### src/rtl/polyshift_seq.sv
// Multi-cycle barrel shifter that applies up to STEP bits of shift per cycle.
// The valid/ready handshake on each side is handled by an IDLE/SHIFT/DONE sequencer.
module polyshift_seq #(
  parameter int WORD_WIDTH = 16,
  parameter int STEP       = 4,
  localparam int AMT_W     = $clog2(WORD_WIDTH) + 1
) (
  input  logic                  clk,
  input  logic                  rst_n,
  input  logic                  in_valid,
  output logic                  in_ready,
  input  logic [WORD_WIDTH-1:0] in_data,
  input  logic [AMT_W-1:0]      in_amt,
  input  logic [2:0]            in_mode,
  output logic                  out_valid,
  input  logic                  out_ready,
  output logic [WORD_WIDTH-1:0] out_data,
  output logic                  out_carry
);

  // state | meaning
  // IDLE  | waiting for a request, in_ready high
  // SHIFT | applying min(STEP, rem) bits per cycle
  // DONE  | result held until out_ready
  typedef enum logic [1:0] {IDLE, SHIFT, DONE} state_t;

  localparam int LW = AMT_W - 1;
  localparam logic [AMT_W-1:0] W_A    = AMT_W'(WORD_WIDTH);
  localparam logic [AMT_W-1:0] STEP_A = AMT_W'(STEP);
  localparam logic [2:0] M_LSL = 3'b000;
  localparam logic [2:0] M_LSR = 3'b001;
  localparam logic [2:0] M_ASR = 3'b010;
  localparam logic [2:0] M_ROL = 3'b011;
  localparam logic [2:0] M_ROR = 3'b100;

  state_t                  state, state_nxt;
  logic [WORD_WIDTH-1:0]   data_q;
  logic [2:0]              mode_q;
  logic [AMT_W-1:0]        rem;
  logic                    carry_q;

  logic [AMT_W-1:0]        eff_amt;
  logic [AMT_W-1:0]        step_amt;
  logic [WORD_WIDTH:0]     wide_l, wide_r, wide_a;
  logic [2*WORD_WIDTH-1:0] rot_l, rot_r;
  logic [WORD_WIDTH-1:0]   shift_data;
  logic                    shift_carry;

  assign in_ready  = (state == IDLE);
  assign out_valid = (state == DONE);
  assign out_data  = data_q;
  assign out_carry = carry_q;

  always_ff @(posedge clk or negedge rst_n) begin
    if (!rst_n) state <= IDLE;
    else        state <= state_nxt;
  end

  always_comb begin
    state_nxt = state;
    case (state)
      IDLE:    if (in_valid)        state_nxt = SHIFT;
      SHIFT:   if (rem <= STEP_A)   state_nxt = DONE;
      DONE:    if (out_ready)       state_nxt = IDLE;
      default:                      state_nxt = IDLE;
    endcase
  end

  // Rotates wrap modulo the width; linear shifts saturate at a full-width shift.
  always_comb begin
    eff_amt = '0;
    case (in_mode)
      M_LSL, M_LSR, M_ASR: eff_amt = (in_amt > W_A) ? W_A : in_amt;
      M_ROL, M_ROR:        eff_amt = {1'b0, in_amt[LW-1:0]};
      default:             eff_amt = '0;
    endcase
  end

  // The carry of each partial step is the last bit it pushes out, so the carry
  // of the final step equals the carry of the whole shift.
  always_comb begin
    step_amt    = (rem < STEP_A) ? rem : STEP_A;
    wide_l      = {1'b0, data_q} << step_amt;
    wide_r      = {data_q, 1'b0} >> step_amt;
    wide_a      = $signed({data_q, 1'b0}) >>> step_amt;
    rot_l       = {data_q, data_q} << step_amt;
    rot_r       = {data_q, data_q} >> step_amt;
    shift_data  = data_q;
    shift_carry = carry_q;
    if (step_amt != '0) begin
      case (mode_q)
        M_LSL: {shift_carry, shift_data} = wide_l;
        M_LSR: {shift_data, shift_carry} = wide_r;
        M_ASR: {shift_data, shift_carry} = wide_a;
        M_ROL: begin
          shift_data  = rot_l[2*WORD_WIDTH-1:WORD_WIDTH];
          shift_carry = rot_l[WORD_WIDTH];
        end
        M_ROR: begin
          shift_data  = rot_r[WORD_WIDTH-1:0];
          shift_carry = rot_r[WORD_WIDTH-1];
        end
        default: ;
      endcase
    end
  end

  always_ff @(posedge clk or negedge rst_n) begin
    if (!rst_n) begin
      data_q  <= '0;
      mode_q  <= '0;
      rem     <= '0;
      carry_q <= 1'b0;
    end else begin
      case (state)
        IDLE: if (in_valid) begin
          data_q  <= in_data;
          mode_q  <= in_mode;
          rem     <= eff_amt;
          carry_q <= 1'b0;
        end
        SHIFT: begin
          data_q  <= shift_data;
          carry_q <= shift_carry;
          rem     <= rem - step_amt;
        end
        default: ;
      endcase
    end
  end

endmodule

### config.mk
export PLATFORM = sky130hd
export DESIGN_NAME = polyshift_seq
export DESIGN_NICKNAME = d
export VERILOG_FILES = /design/src/rtl/polyshift_seq.sv
export SDC_FILE = /design/constraint.sdc
export NUM_CORES = 1
export LEC_CHECK = 0
export ABC_AREA = 1
export CELL_PAD_IN_SITES_DETAIL_PLACEMENT = 0
export CELL_PAD_IN_SITES_GLOBAL_PLACEMENT = 1
export CORE_UTILIZATION = 40
export DETAILED_ROUTE_END_ITERATION = 12
export DONT_BUFFER_PORTS = 1
export PLACE_DENSITY_LB_ADDON = 0.25
export SYNTH_ARGS = -nofsm -noshare
export SYNTH_HDL_FRONTEND = slang
export SYNTH_SLANG_ARGS = --single-unit
### constraint.sdc
create_clock -name clk -period 2.12 [get_ports clk]
set_input_delay 0.424 -clock clk [delete_from_list [all_inputs] [get_ports clk]]
set_output_delay 0.424 -clock clk [all_outputs]
set_load 0.02 [all_outputs]
## After elaboration in Yosys (flattened, before gate mapping)

Index checks and enable logic that the tools add are counted.

| operators by class | value |
|---|---|
| shift-type cells | 5 |
| equality and inequality tests | 15 |
| bitwise logic cells | 0 |
| $mul | 0 |
| add/sub/neg operators | 1 |
| muxes and demuxes | 17 |
| div/mod/pow operators | 0 |
| magnitude comparators | 3 |
| reduce and logical (&&, ||, !) cells | 11 |

Operators with widths:

| cell | count |
|---|---|
| $pmux 16 s5 | 1 |
| $mux 16 | 2 |
| $pmux 16 s2 | 1 |
| $shl 32x5->32 | 1 |
| $shr 32x5->16 | 1 |
| $pmux 5 s2 | 2 |
| $shl 16x5->17 | 1 |
| $shr 17x5->17 | 1 |
| $sshr 17x5->17 | 1 |
| $mux 5 | 3 |
| $eq 3x2->1 const B | 4 |
| $eq 3x1->1 const B | 2 |
| $eq 3x3->1 const B | 2 |
| $logic_not 3->1 | 2 |
| $mux 2 | 3 |
| $ne 2x2->1 const B | 3 |
| $ne 6x6->1 const B | 1 |
| $pmux 2 s3 | 1 |
| $gt 5x5->1 const B | 1 |
| $le 5x3->1 const B | 1 |
| $lt 5x3->1 const B | 1 |
| $pmux 1 s5 | 1 |
| $reduce_bool 5->1 | 1 |
| $sub 5x5->5 | 1 |
| other kinds (12) | 14 |

| storage, ports and cells | value |
|---|---|
| input bits | 28 |
| bits in registers | 27 |
| memories kept | 0 |
| memory bits (read-only) | 0 |
| RAM bits | 0 |
| bits in latches | 0 |
| word-level logic and storage cells | 57 |
| output and inout bits | 19 |

## Longest topological paths before layout

Gate-level depths: netlist (run 1).

| logic depth | value |
|---|---|
| depth after elaboration | 6 |
| mapped depth | 12 |

## Worst setup path after synthesis (run 1)

OpenSTA, ideal clock, no wires.

| timing | value |
|---|---|
| path type | register to register |
| start point | register rem[3] |
| end point | register rem[4] |
| library setup time | 130 ps |
| slack | 464 ps |
| data arrival time | 1,525 ps |
| buffers on the path | 1 |
| cell stages (with the launch flop) | 12 |
| path through | dfrtp_1 nor2_8 nand2_4 buf_6 nand2_1 ha_1 inv_1 nand2_1 o21ai_0 a21oi_1 o211ai_1 o21ai_0 |

| on the way | value |
|---|---|
| longest elaborated chain between the ends | 4 |

Ends and longest elaborated chain:

| element | RTL line | RTL |
|---|---|---|
| from (decl) | 39 | `logic [AMT_W-1:0] rem;` |
| from (signal assigned) | 119 | `rem <= eff_amt;` |
| from (signal assigned) | 125 | `rem <= rem - step_amt;` |
| $lt 5x3->1 | 82 | `step_amt = (rem < STEP_A) ? rem : STEP_A;` |
| $mux 5 | 82 |  |
| $sub 5x5->5 * | 125 |  |
| $pmux 5 s2 * | 115 | `case (state)` |

Mark *: on every way between the ends. The rest lies on a longest branch, timed or not.
A chain may end at the register's enable or synchronous reset.

## Final worst setup path (run 1)

| timing | value |
|---|---|
| start point | register rem[3] |
| end point | register data_q[9], in the netlist out_data[9] |

| on the way | value |
|---|---|
| longest elaborated chain between the ends | 6 |

Ends and longest elaborated chain:

| element | RTL line | RTL |
|---|---|---|
| $lt 5x3->1 | 82 |  |
| $mux 5 * | 82 |  |
| $shr 32x5->16, or another cell as far along | 87 | `rot_r = {data_q, data_q} >> step_amt;` |
| $pmux 16 s5 | 91 | `case (mode_q)` |
| $mux 16 | 90 | `if (step_amt != '0) begin` |
| $pmux 16 s2 | 115 |  |
| to (signal assigned) | 117 | `data_q <= in_data;` |
| to (signal assigned) | 123 | `data_q <= shift_data;` |
| to (decl) | 37 | `logic [WORD_WIDTH-1:0] data_q;` |

Mark *: on every way between the ends. The rest lies on a longest branch, timed or not. The select of a mux whose other input is x is not followed.

==> impl_results.md, run 1 <==
- Status: finished clean
- Internal power: 0.00250 W
- Switching part of the total: 62.4%
- Post-Synthesis Cell Area: 2890 µm²
- Critical path class: register to register
- IO buf count: 0
- Die H: 87.0 µm
- H-tree levels: 1
- Critical path, cell by cell: nor2_8 -> buf_4 -> buf_4 -> nand4_1 -> nand3_1 -> nand2_1 -> nand2_1 -> nand2_1 -> o21ai_1 -> nand2_1 -> nand2_1 -> nand2_1
- Worst skew pair latency: 290 ps
- CTS tree: built
- Largest net degree at the start of global routing: 29
- Vias in the first global route: 3288
- Finished Layout Cells: 618
- Slew Limit Fails: 0
- Clock sink total: 27
- Top post-synthesis cells by area: nand2_1, dfrtp_1, nand3_1, nor2_1, inv_1
- Post-Syn Nets: 537
- Drt wl/cell: 18.6 µm
- Die area: 7570 µm²
- Most common cell after layout, fill and taps aside: nand2_1
- Crit path top cell by count: nand2_1
- Core area: 6910 µm²
- Nets: 552
- Post-DP HPWL: 8620 µm
- Post-synth top area cell: nand2_1
- Sequential group share of total power: 19.2%
- Post-synthesis sequential area ratio: 23.4%
- Hold slack: 203 ps
- CTS root buf: clkbuf_8
- Routed Antenna Nets: 0
- Max-Cap Viols: 0
- DP Area: 3080 µm²
- CP Launch Type: register
- Switch Pwr: 0.00414 W
- Commonest cells after routing, fill and taps aside: nand2_1, nand3_1, nor2_1
- Clock share of power: 5.1%
- Critical Path Max Stage Delay: 480 ps
- Clock buffer depth: 2
- Initial Util: 41.9%
- P_leak: 1.67 nW
- DR pass1 iterations: 5
- CP max FO: 8
- CP delay by family, top: simple AND/OR/NAND/NOR gates
- Ports: 47
- Crit path buffers/inverters: 2
- Number of diodes: 0
- Worst EP arrival: 2210 ps
- F_max: 498 MHz
- Power density cells: 2070 nW/µm²
- Area growth syn-to-layout: 10.8%
- Netlist cell types: 35
- Min-Delay Path Class: primary input to register
- Final setup fails: 0
- Post-Route Utilization: 46.4%
- Cts bufs inserted: 3
- Global-route wire length before repair: 18200 µm
- Post-route DRC: 0
- Post-route cell area: 3200 µm²
- Worst-path clk slew: 120 ps
- Placed Cells: 607
- Slowest library cell on the worst path: dfrtp_2
- Syn. warnings: 0
- Vias: 3531
- Initial antenna violation count: 0
- Mapped Cells: 508
- CP required: 2320 ps
- Row count: 30
- First DRT Iteration DRCs: 434
- Max IR drop VDD: 0.000897 V
- Synth Register Bits: 27
- Min Clock Period, post-route: 2010 ps
- RSZ-0062 raised after global routing: no
- CP Capture Type: register
- GRT Total Usage: 31.8%
- Average size of a mapped cell: 5.69 µm²
- Overflow left after global routing: 0
- Total wire length: 11500 µm
- Via/cell ratio: 5.71
- Area share of the largest cell type after synthesis: 23.8%
- Period utilisation layout: 94.7%
- Clk_skew: 11.0 ps
- Placer congestion estimate: 0.963
- Die W: 87.0 µm
- Setup_tns: 0 ps
- Share of layout cells above drive strength 1: 10.5%
- Comb power frac: 75.7%
- Final Hold Fails: 0
-- path summary, 6_finish.rpt --
| path | startpoint | end | slack (ps) | depth (start not counted) |
|---|---|---|---|---|
| setup reg to reg | rem[3] | out_data[9] | 110 | 12 |
| max in group asynchronous | rst_n | out_data[14] | 1390 | 2 |
| hold reg to reg | state[0] | state[1] | 520 | 1 |
| min in group asynchronous | rst_n | out_data[3] | 560 | 2 |
| setup / recovery | rem[3] | out_data[9] | 110 | 12 |
| hold / removal | out_ready | state[1] | 200 | 1 |
-- through the flow --
step	setup WS [ps]	total power (W)
global route	4.27	0.00722
global placement	41.4	0.00606
floorplan	464	0.00454
finish	113	0.00664
detailed placement	17.6	0.00602
CTS	81.4	0.00641
-- per-layer routing --
| metal | part of all wire, % | GRT usage [%] |
|---|---|---|
| met4 | 1.1 | 6.06 |
| met5 | 0 | 0 |
| met3 | 9.8 | 5.31 |
| met1 | 47 | 47.4 |
| met2 | 42 | 48.1 |
-- flip-flops by register name (all words and copies together) (netlist names) --
name       cells
out_data      16
rem            5
mode_q         3
state          2
out_carry      1
-- layout make-up --
type / count / area (µm²)
repair buffers: 32 / 255
clock inverters: 1 / 7.51
well taps: 96 / 120
inverters: 55 / 211
multi-input cells: 404 / 1890
fillers: 803 / 3700
clock buffers: 3 / 41.3
flip-flops and latches: 27 / 677
-- power by group through the flow --
stage	clock, W	sequential, W	combinational [W]
after floorplan	0	0.00118	0.00335
after global placement	0	0.00126	0.00479
after detailed placement	0	0.00127	0.00475
after CTS	0.000336	0.00126	0.00481
after global routing	0.000359	0.00131	0.00555
final	0.000336	0.00128	0.00503
-- what timing repair did --
item | in CTS | in global routing
endpoints found under the setup margin | 1 | 9
hold buffers | 2 | 0
resized for setup | 0 | 7
buffers inserted | 0 | 4
gates cloned | 1 | 0
pin swaps | 1 | 1
hold endpoints to repair | 27 | 0
-- cells in the mapped netlist --
cell and n:
o211ai_1 9, nor3_2 1, o2111ai_1 3, clkbuf_1 2, nand3_2 1, o21ai_2 1, a31oi_1 2, buf_6 2
nor2_8 1, buf_2 14, nand3_4 2, nor2_4 2, o22ai_1 2, ha_1 1, nand2_4 1, nand3b_1 2
nor2_2 1, nand3_1 56, nor3_1 3, buf_1 1, buf_4 3, o31ai_1 1, clkbuf_2 1, nand2_1 183
a22oi_1 1, nor2_1 51, o21ai_0 36, dfrtp_1 27, nand2_2 1, o21ai_1 3, a21oi_1 19, inv_2 6
inv_1 49, nand4_1 19, conb_1 1
-- logic make-up (layout without fill, tap and decap cells) --
group | Yosys count | in the layout | share of synthesized area [%]
AND/OR/NAND/NOR | 324 | 325 | 49.4
buffers and inverters | 78 | 91 | 11.7
AO/OA/AOI/OAI | 77 | 77 | 15.0
flip-flops | 27 | 27 | 23.4
adder cells (fa/ha/maj) | 1 | 1 | 0.433
other | 1 | 1 | 0.130
Power figures use the tool's default switching activity.
==> inputs of run 2 (changes only) <==
Settings changed: ABC_AREA 1 to not set, HOLD_SLACK_MARGIN set to 0.15.
==> impl_results.md, run 2 <==
- Final setup fails: 0 (unchanged)
- Max FFs per register: 16 (unchanged)
- Period utilisation layout: 100% (+5.3 points)
- Die W: 89.1 µm (+2.4%)
- Global-route wire length before repair: 16800 µm (-7.6%)
- Fill cells: 727 (-9.5%)
- Syn. warnings: 0 (unchanged)
- Die area: 7940 µm² (+4.9%)
- Synth Register Bits: 27 (unchanged)
- Vias: 3497 (-0.96%)
- Slew at the pin closest to its max-slew limit: 620 ps
- Number of diodes: 0 (unchanged)
- Max-Cap Viols: 0 (unchanged)
- CP startpoint: rem[2]
- Via/cell ratio: 6.70 (+17%)
- Commonest cells after routing, fill and taps aside: buf_4, nand2_1, o21ai_0
- Netlist cell types: 62 (+77%)
- Ports: 47 (unchanged)
- Post-Synthesis Cell Area: 3040 µm² (+5.0%)
- Min-Delay Path Class: primary input to register
- Cts bufs inserted: 3 (unchanged)
- Slew Limit Fails: 0 (unchanged)
- Worst skew pair latency: 300 ps (about the same)
- RR Startpoint: rem[2]
- CP max FO: 6 (-2)
- DR pass1 iterations: 5 (unchanged)
- Most common cell after layout, fill and taps aside: buf_4
- Top post-synthesis cells by area: dfrtp_1, mux4_2, nand2_1, mux2i_1, o21ai_0
- Post-synth top area cell: dfrtp_1
- Overflow left after global routing: 0 (unchanged)
- Nets: 453 (-18%)
- Finished Layout Cells: 522 (-16%)
- Clk_skew: 18.5 ps (+7.51 ps)
- Die H: 89.1 µm (+2.4%)
- Dominant synthesized flop cell: dfrtp_1
- Initial antenna violation count: 0 (unchanged)
- Async set-reset flop share out of synthesis: 100% (unchanged)
- Power density cells: 1980 nW/µm² (-4.7%)
- CTS root buf: clkbuf_8
- Vias in the first global route: 3065 (-6.8%)
- Worst Reg-to-Reg Cells: 7 (-5)
- Worst setup endpoint: out_data[4]
- H-tree levels: 1 (unchanged)
- Post-Syn Nets: 429 (-20%)
- Drt wl/cell: 21.9 µm (+18%)
- CP required: 2310 ps (about the same)
- Status: finished clean
- CTS tree: built
- CP Capture Type: register
- Slew Limit Headroom: 58.7%
- IO buf count: 0 (unchanged)
- P_leak: 1.45 nW (-14%)
- Worst reg2reg setup slack: 1 ps (-110 ps)
- Worst R2R End: out_data[4]
- CP Launch Type: register
- Most frequent cell after synthesis: nand2_1
- Area growth syn-to-layout: 22.1%
- RSZ-0062 raised after global routing: yes
- Post-layout total power: 0.00733 W (+10%)
- Final Hold Fails: 0 (unchanged)
- Routed Antenna Nets: 0 (unchanged)
- Total wire length: 11400 µm (-0.35%)
- Initial Util: 41.6% (-0.24 points)
- Area share of the largest cell type after synthesis: 22.3% (-1.5 points)
- Worst EP arrival: 2310 ps (+100 ps)
- Number of synthesized flops with an enable pin: 0 (unchanged)
- GRT Total Usage: 28.5% (-3.3 points)
- Mapped Cells: 400 (-21%)
- Max IR drop VDD: 0.000789 V (-12%)
- Post-synthesis sequential area ratio: 22.3% (-1.1 points)
- Post-DP HPWL: 7960 µm (-7.6%)
- First DRT Iteration DRCs: 389 (-10%)
- Largest net degree at the start of global routing: 32 (+10%)
- Min Clock Period, post-route: 2120 ps (+112 ps)
- Critical path class: register to register
- Average size of a mapped cell: 7.59 µm² (+33%)
- Post-synth top cells: nand2_1, clkbuf_1, o21ai_0, dfrtp_1, a21oi_1
- Clock sink total: 27 (unchanged)
- Post-route DRC: 0 (unchanged)
- Clock buffer depth: 2 (unchanged)
- Worst-path clk slew: 120 ps (about the same)
- Share of layout cells above drive strength 1: 24.3% (+14 points)
- Placer congestion estimate: 0.893 (-7.3%)
- Post-Route Utilization: 50.8% (+4.5 points)
- Core area: 7290 µm² (+5.6%)
- Row count: 31 (+3.3%)
- F_max: 472 MHz (-5.3%)
- Placed Cells: 508 (-16%)
- Setup_tns: 0 ps (unchanged)
==> run 2: cell type report <==
class	instances	area (µm²)	area share, %
multi-input cells	317	2190	59.1
flip-flops and latches	27	677	18.3
repair buffers	69	647	17.4
well taps	99	124	3.34
clock buffers	3	41.3	1.11
inverters	6	22.5	0.607
clock inverters	1	5.00	0.135
==> run 2: logic make-up after synthesis <==
logic type | share of synthesized area [%]
flip-flops | 22.3
adder cells (fa/ha/maj) | 0.412
AO/OA/AOI/OAI | 30.3
other | 0.124
AND/OR/NAND/NOR | 24.2
multiplexers | 15.2
XOR/XNOR | 0.289
buffers and inverters | 7.17
==> run 2: metal layers <==
layer / routed length (µm) / part of all wire (%) / up-vias / GRT usage (%)
li1: - / - / 1571 / -
met1: 4580 / 40 / 1670 / 38.1
met2: 5400 / 47 / 228 / 47.8
met3: 1150 / 10 / 28 / 4.71
met4: 289 / 2.5 / 0 / 7.65
met5: 0 / 0 / - / 0
==> run 2: what timing repair did <==
action,CTS,global route
gates cloned,0,3
pin swaps,1,6
setup buffers,0,5
hold buffers,2,0
resized for setup,3,10
endpoints found under the hold margin,27,0
setup endpoints to repair,4,16
==> run 2: report_power, final <==
group	internal, W	total [W]	switching [W]
sequential	0.000768	0.00142	0.000651
clock	0.000133	0.000337	0.000204
combinational	0.00252	0.00557	0.00305
==> run 2: critical path, cell delays in order, from the launching register on <==
cell	delay, ps
dfrtp_1	420
buf_6	140
nor4b_2	250
buf_4	200
mux4_2	500
mux2_2	280
mux2i_1	150
a21oi_1	80
==> run 2: stage by stage <==
step | hold WS, ps | instance area [µm²] | setup WS (ps)
after detailed placement | 129 | 3470 | -53.8
after global placement | 129 | 3470 | -20.7
after CTS | 239 | 3560 | 2.26
after floorplan | 128 | 3050 | -25.1
final | 237 | 3710 | 1.02
after global routing | 241 | 3710 | -79.3
==> run 2: worst min-delay path by stage <==
stage	start	cells after the start	slack, ps	endpoint
2_1_floorplan	rst_n	0	130	mode_q[0]
3_3_place_gp	rst_n	0	130	out_data[10]
3_5_place_dp	rst_n	0	130	out_data[8]
4_1_cts	in_mode[0]	2	240	mode_q[0]
5_1_grt	in_mode[2]	2	240	mode_q[2]
6_report	in_mode[0]	2	240	mode_q[0]
==> inputs of run 3 (changes only) <==
Settings changed: CORE_UTILIZATION 40 to 47, RECOVER_POWER set to 100.
==> impl_results.md, run 3 (synthesis results as in run 2) <==
- Final Hold Fails: 0 (unchanged)
- Global-route wire length before repair: 17200 µm (+2.0%)
- Drt wl/cell: 22.3 µm (+2.1%)
- Routed Antenna Nets: 0 (unchanged)
- Commonest cells after routing, fill and taps aside: nand2_1, buf_4, o21ai_0
- Max IR drop VDD: 0.00107 V (+36%)
- Fill cells: 586 (-19%)
- Die H: 82.4 µm (-7.6%)
- RR Startpoint: rem[2]
- Row count: 28 (-9.7%)
- Die area: 6780 µm² (-15%)
- Switching part of the total: 54.2% (+0.84 points)
- Sequential group share of total power: 20.3% (+0.9 points)
- Min Clock Period, post-route: 2120 ps (-0.0637 ps)
- Number of diodes: 0 (unchanged)
- Share of layout cells above drive strength 1: 22.5% (-1.9 points)
- DP Area: 3430 µm² (-1.4%)
- Post-route cell area: 3580 µm² (-3.4%)
- CTS root buf: clkbuf_8
- Core area: 6060 µm² (-17%)
- Overflow left after global routing: 0 (unchanged)
- Final setup fails: 0 (unchanged)
- Switch Pwr: 0.00391 W (+0.15%)
- P_leak: 1.40 nW (-3.4%)
- CP Capture Type: register
- Clock sink total: 27 (unchanged)
- Period utilisation layout: 99.9% (about the same)
- Internal power: 0.00331 W (-3.2%)
- F_max: 472 MHz (about the same)
- Ports: 47 (unchanged)
- Placer congestion estimate: 0.937 (+5.0%)
- Initial antenna violation count: 0 (unchanged)
- CP Launch Type: register
- Nets: 453 (unchanged)
- Worst-path clk slew: 110 ps (about the same)
- Met2 routed WL: 5090 µm (-5.8%)
- Hold_sp: in_mode[2]
- CP max FO: 9 (+3)
- Vias in the first global route: 3189 (+4.0%)
- Clk_skew: 7.44 ps (-11.0 ps)
- Area growth syn-to-layout: 18.0%
- Finished Layout Cells: 498 (-4.6%)
- Clock share of power: 4.5% (about the same)
- IO buf count: 0 (unchanged)
- Slew at the pin closest to its max-slew limit: 768 ps (+148 ps)
- M1 WL: 4610 µm (+0.52%)
- Setup_tns: 0 ps (unchanged)
- Comb power frac: 75.2% (-0.8 points)
- Critical path class: register to register
- Max-Cap Viols: 0 (unchanged)
- Die W: 82.4 µm (-7.6%)
- Total wire length: 11100 µm (-2.6%)
- Clock buffer depth: 2 (unchanged)
- Initial Util: 50.1% (+8.5 points)
- Largest net degree at the start of global routing: 28 (-13%)
- Min-Delay Path Class: primary input to register
- CTS tree: built
- Post-route DRC: 0 (unchanged)
- Worst skew pair latency: 290 ps (about the same)
- Status: finished clean
- Via/cell ratio: 6.92 (+3.2%)
- Slew Limit Headroom: 48.8% (-9.9 points)
- Top Metal Used: met4
- CP startpoint: rem[2]
- Post-Route Utilization: 59.1% (+8.3 points)
- Power density cells: 2020 nW/µm² (+2.0%)
- CP required: 2280 ps (-30 ps)
- First DRT Iteration DRCs: 314 (-19%)
- Wire length on met3: 990 µm (-14%)
- Max FFs per register: 16 (unchanged)
- Vias: 3444 (-1.5%)
- Slew Limit Fails: 0 (unchanged)
- DR pass1 iterations: 5 (unchanged)
- Cts bufs inserted: 3 (unchanged)
- Post-DP HPWL: 8000 µm (+0.50%)
- Placed Cells: 485 (-4.5%)
- Worst EP arrival: 2280 ps (-30 ps)
- H-tree levels: 1 (unchanged)
- GRT Total Usage: 34.4% (+5.8 points)
- RSZ-0062 raised after global routing: yes
==> run 3: cell types whose count changed in the layout (fill, tap and decap cells not counted), moves of 2 or more <==
cell and delta:
buf_12 -3, buf_6 +2, buf_4 -7, clkbuf_1 +10, clkbuf_16 -3
==> run 3: per-layer routing <==
layer / vias to the layer above / global-route usage [%]
li1: 1568 / -
met1: 1627 / 45.4
met2: 208 / 54.0
met3: 41 / 7.03
met4: 0 / 14.9
met5: - / 0
==> run 3: critical path, cell delays in order (launching register included) <==
cell	delay [ps]
dfrtp_1	420
buf_6	150
buf_4	130
nor4b_2	410
buf_4	270
mux4_2	310
o22ai_1	200
a311oi_1	120
==> run 3: cell type report <==
cell class | instances | area (µm²) | share of cell area, %
multi-input cells | 317 | 2220 | 62.0
flip-flops and latches | 27 | 676 | 18.9
repair buffers | 69 | 524 | 14.6
well taps | 75 | 93.8 | 2.62
clock buffers | 3 | 41.3 | 1.15
inverters | 6 | 22.5 | 0.629
clock inverters | 1 | 5.00 | 0.140
==> run 3: stage by stage <==
step / power, W / setup WS, ps / hold WS [ps]
after floorplan: 0.00470 / -25.1 / 128
after global routing: 0.00774 / -94.2 / 237
final: 0.00722 / 1.08 / 235
after detailed placement: 0.00659 / -34.9 / 129
after global placement: 0.00653 / -9.00 / 129
after CTS: 0.00698 / 0.756 / 237
==> run 3: timing repair <==
action                                  in CTS  in global routing
endpoints found under the setup margin       4                 16
resized for setup                            4                 15
hold buffers                                 2                  0
hold endpoints to repair                    27                  0
buffers inserted                             1                  6
pin swaps                                    2                  7
==> run 3: worst paths after layout <==
path	end	slack (ps)	cells past startpoint
setup / recovery	out_data[3]	1	7
hold / removal	mode_q[2]	240	2
setup reg to reg	out_data[3]	1	7
hold reg to reg	state[1]	560	2
max in group asynchronous	rem[4]	890	2
min in group asynchronous	out_data[13]	720	2
==> run 3: power groups by stage <==
stage               sequential, W  combinational (W)  clock (W)
floorplan                 0.00116            0.00355          0
global placement          0.00144            0.00509          0
detailed placement        0.00144            0.00515          0
CTS                       0.00143            0.00522   0.000327
global route              0.00151            0.00588   0.000348
finish                    0.00147            0.00543   0.000323
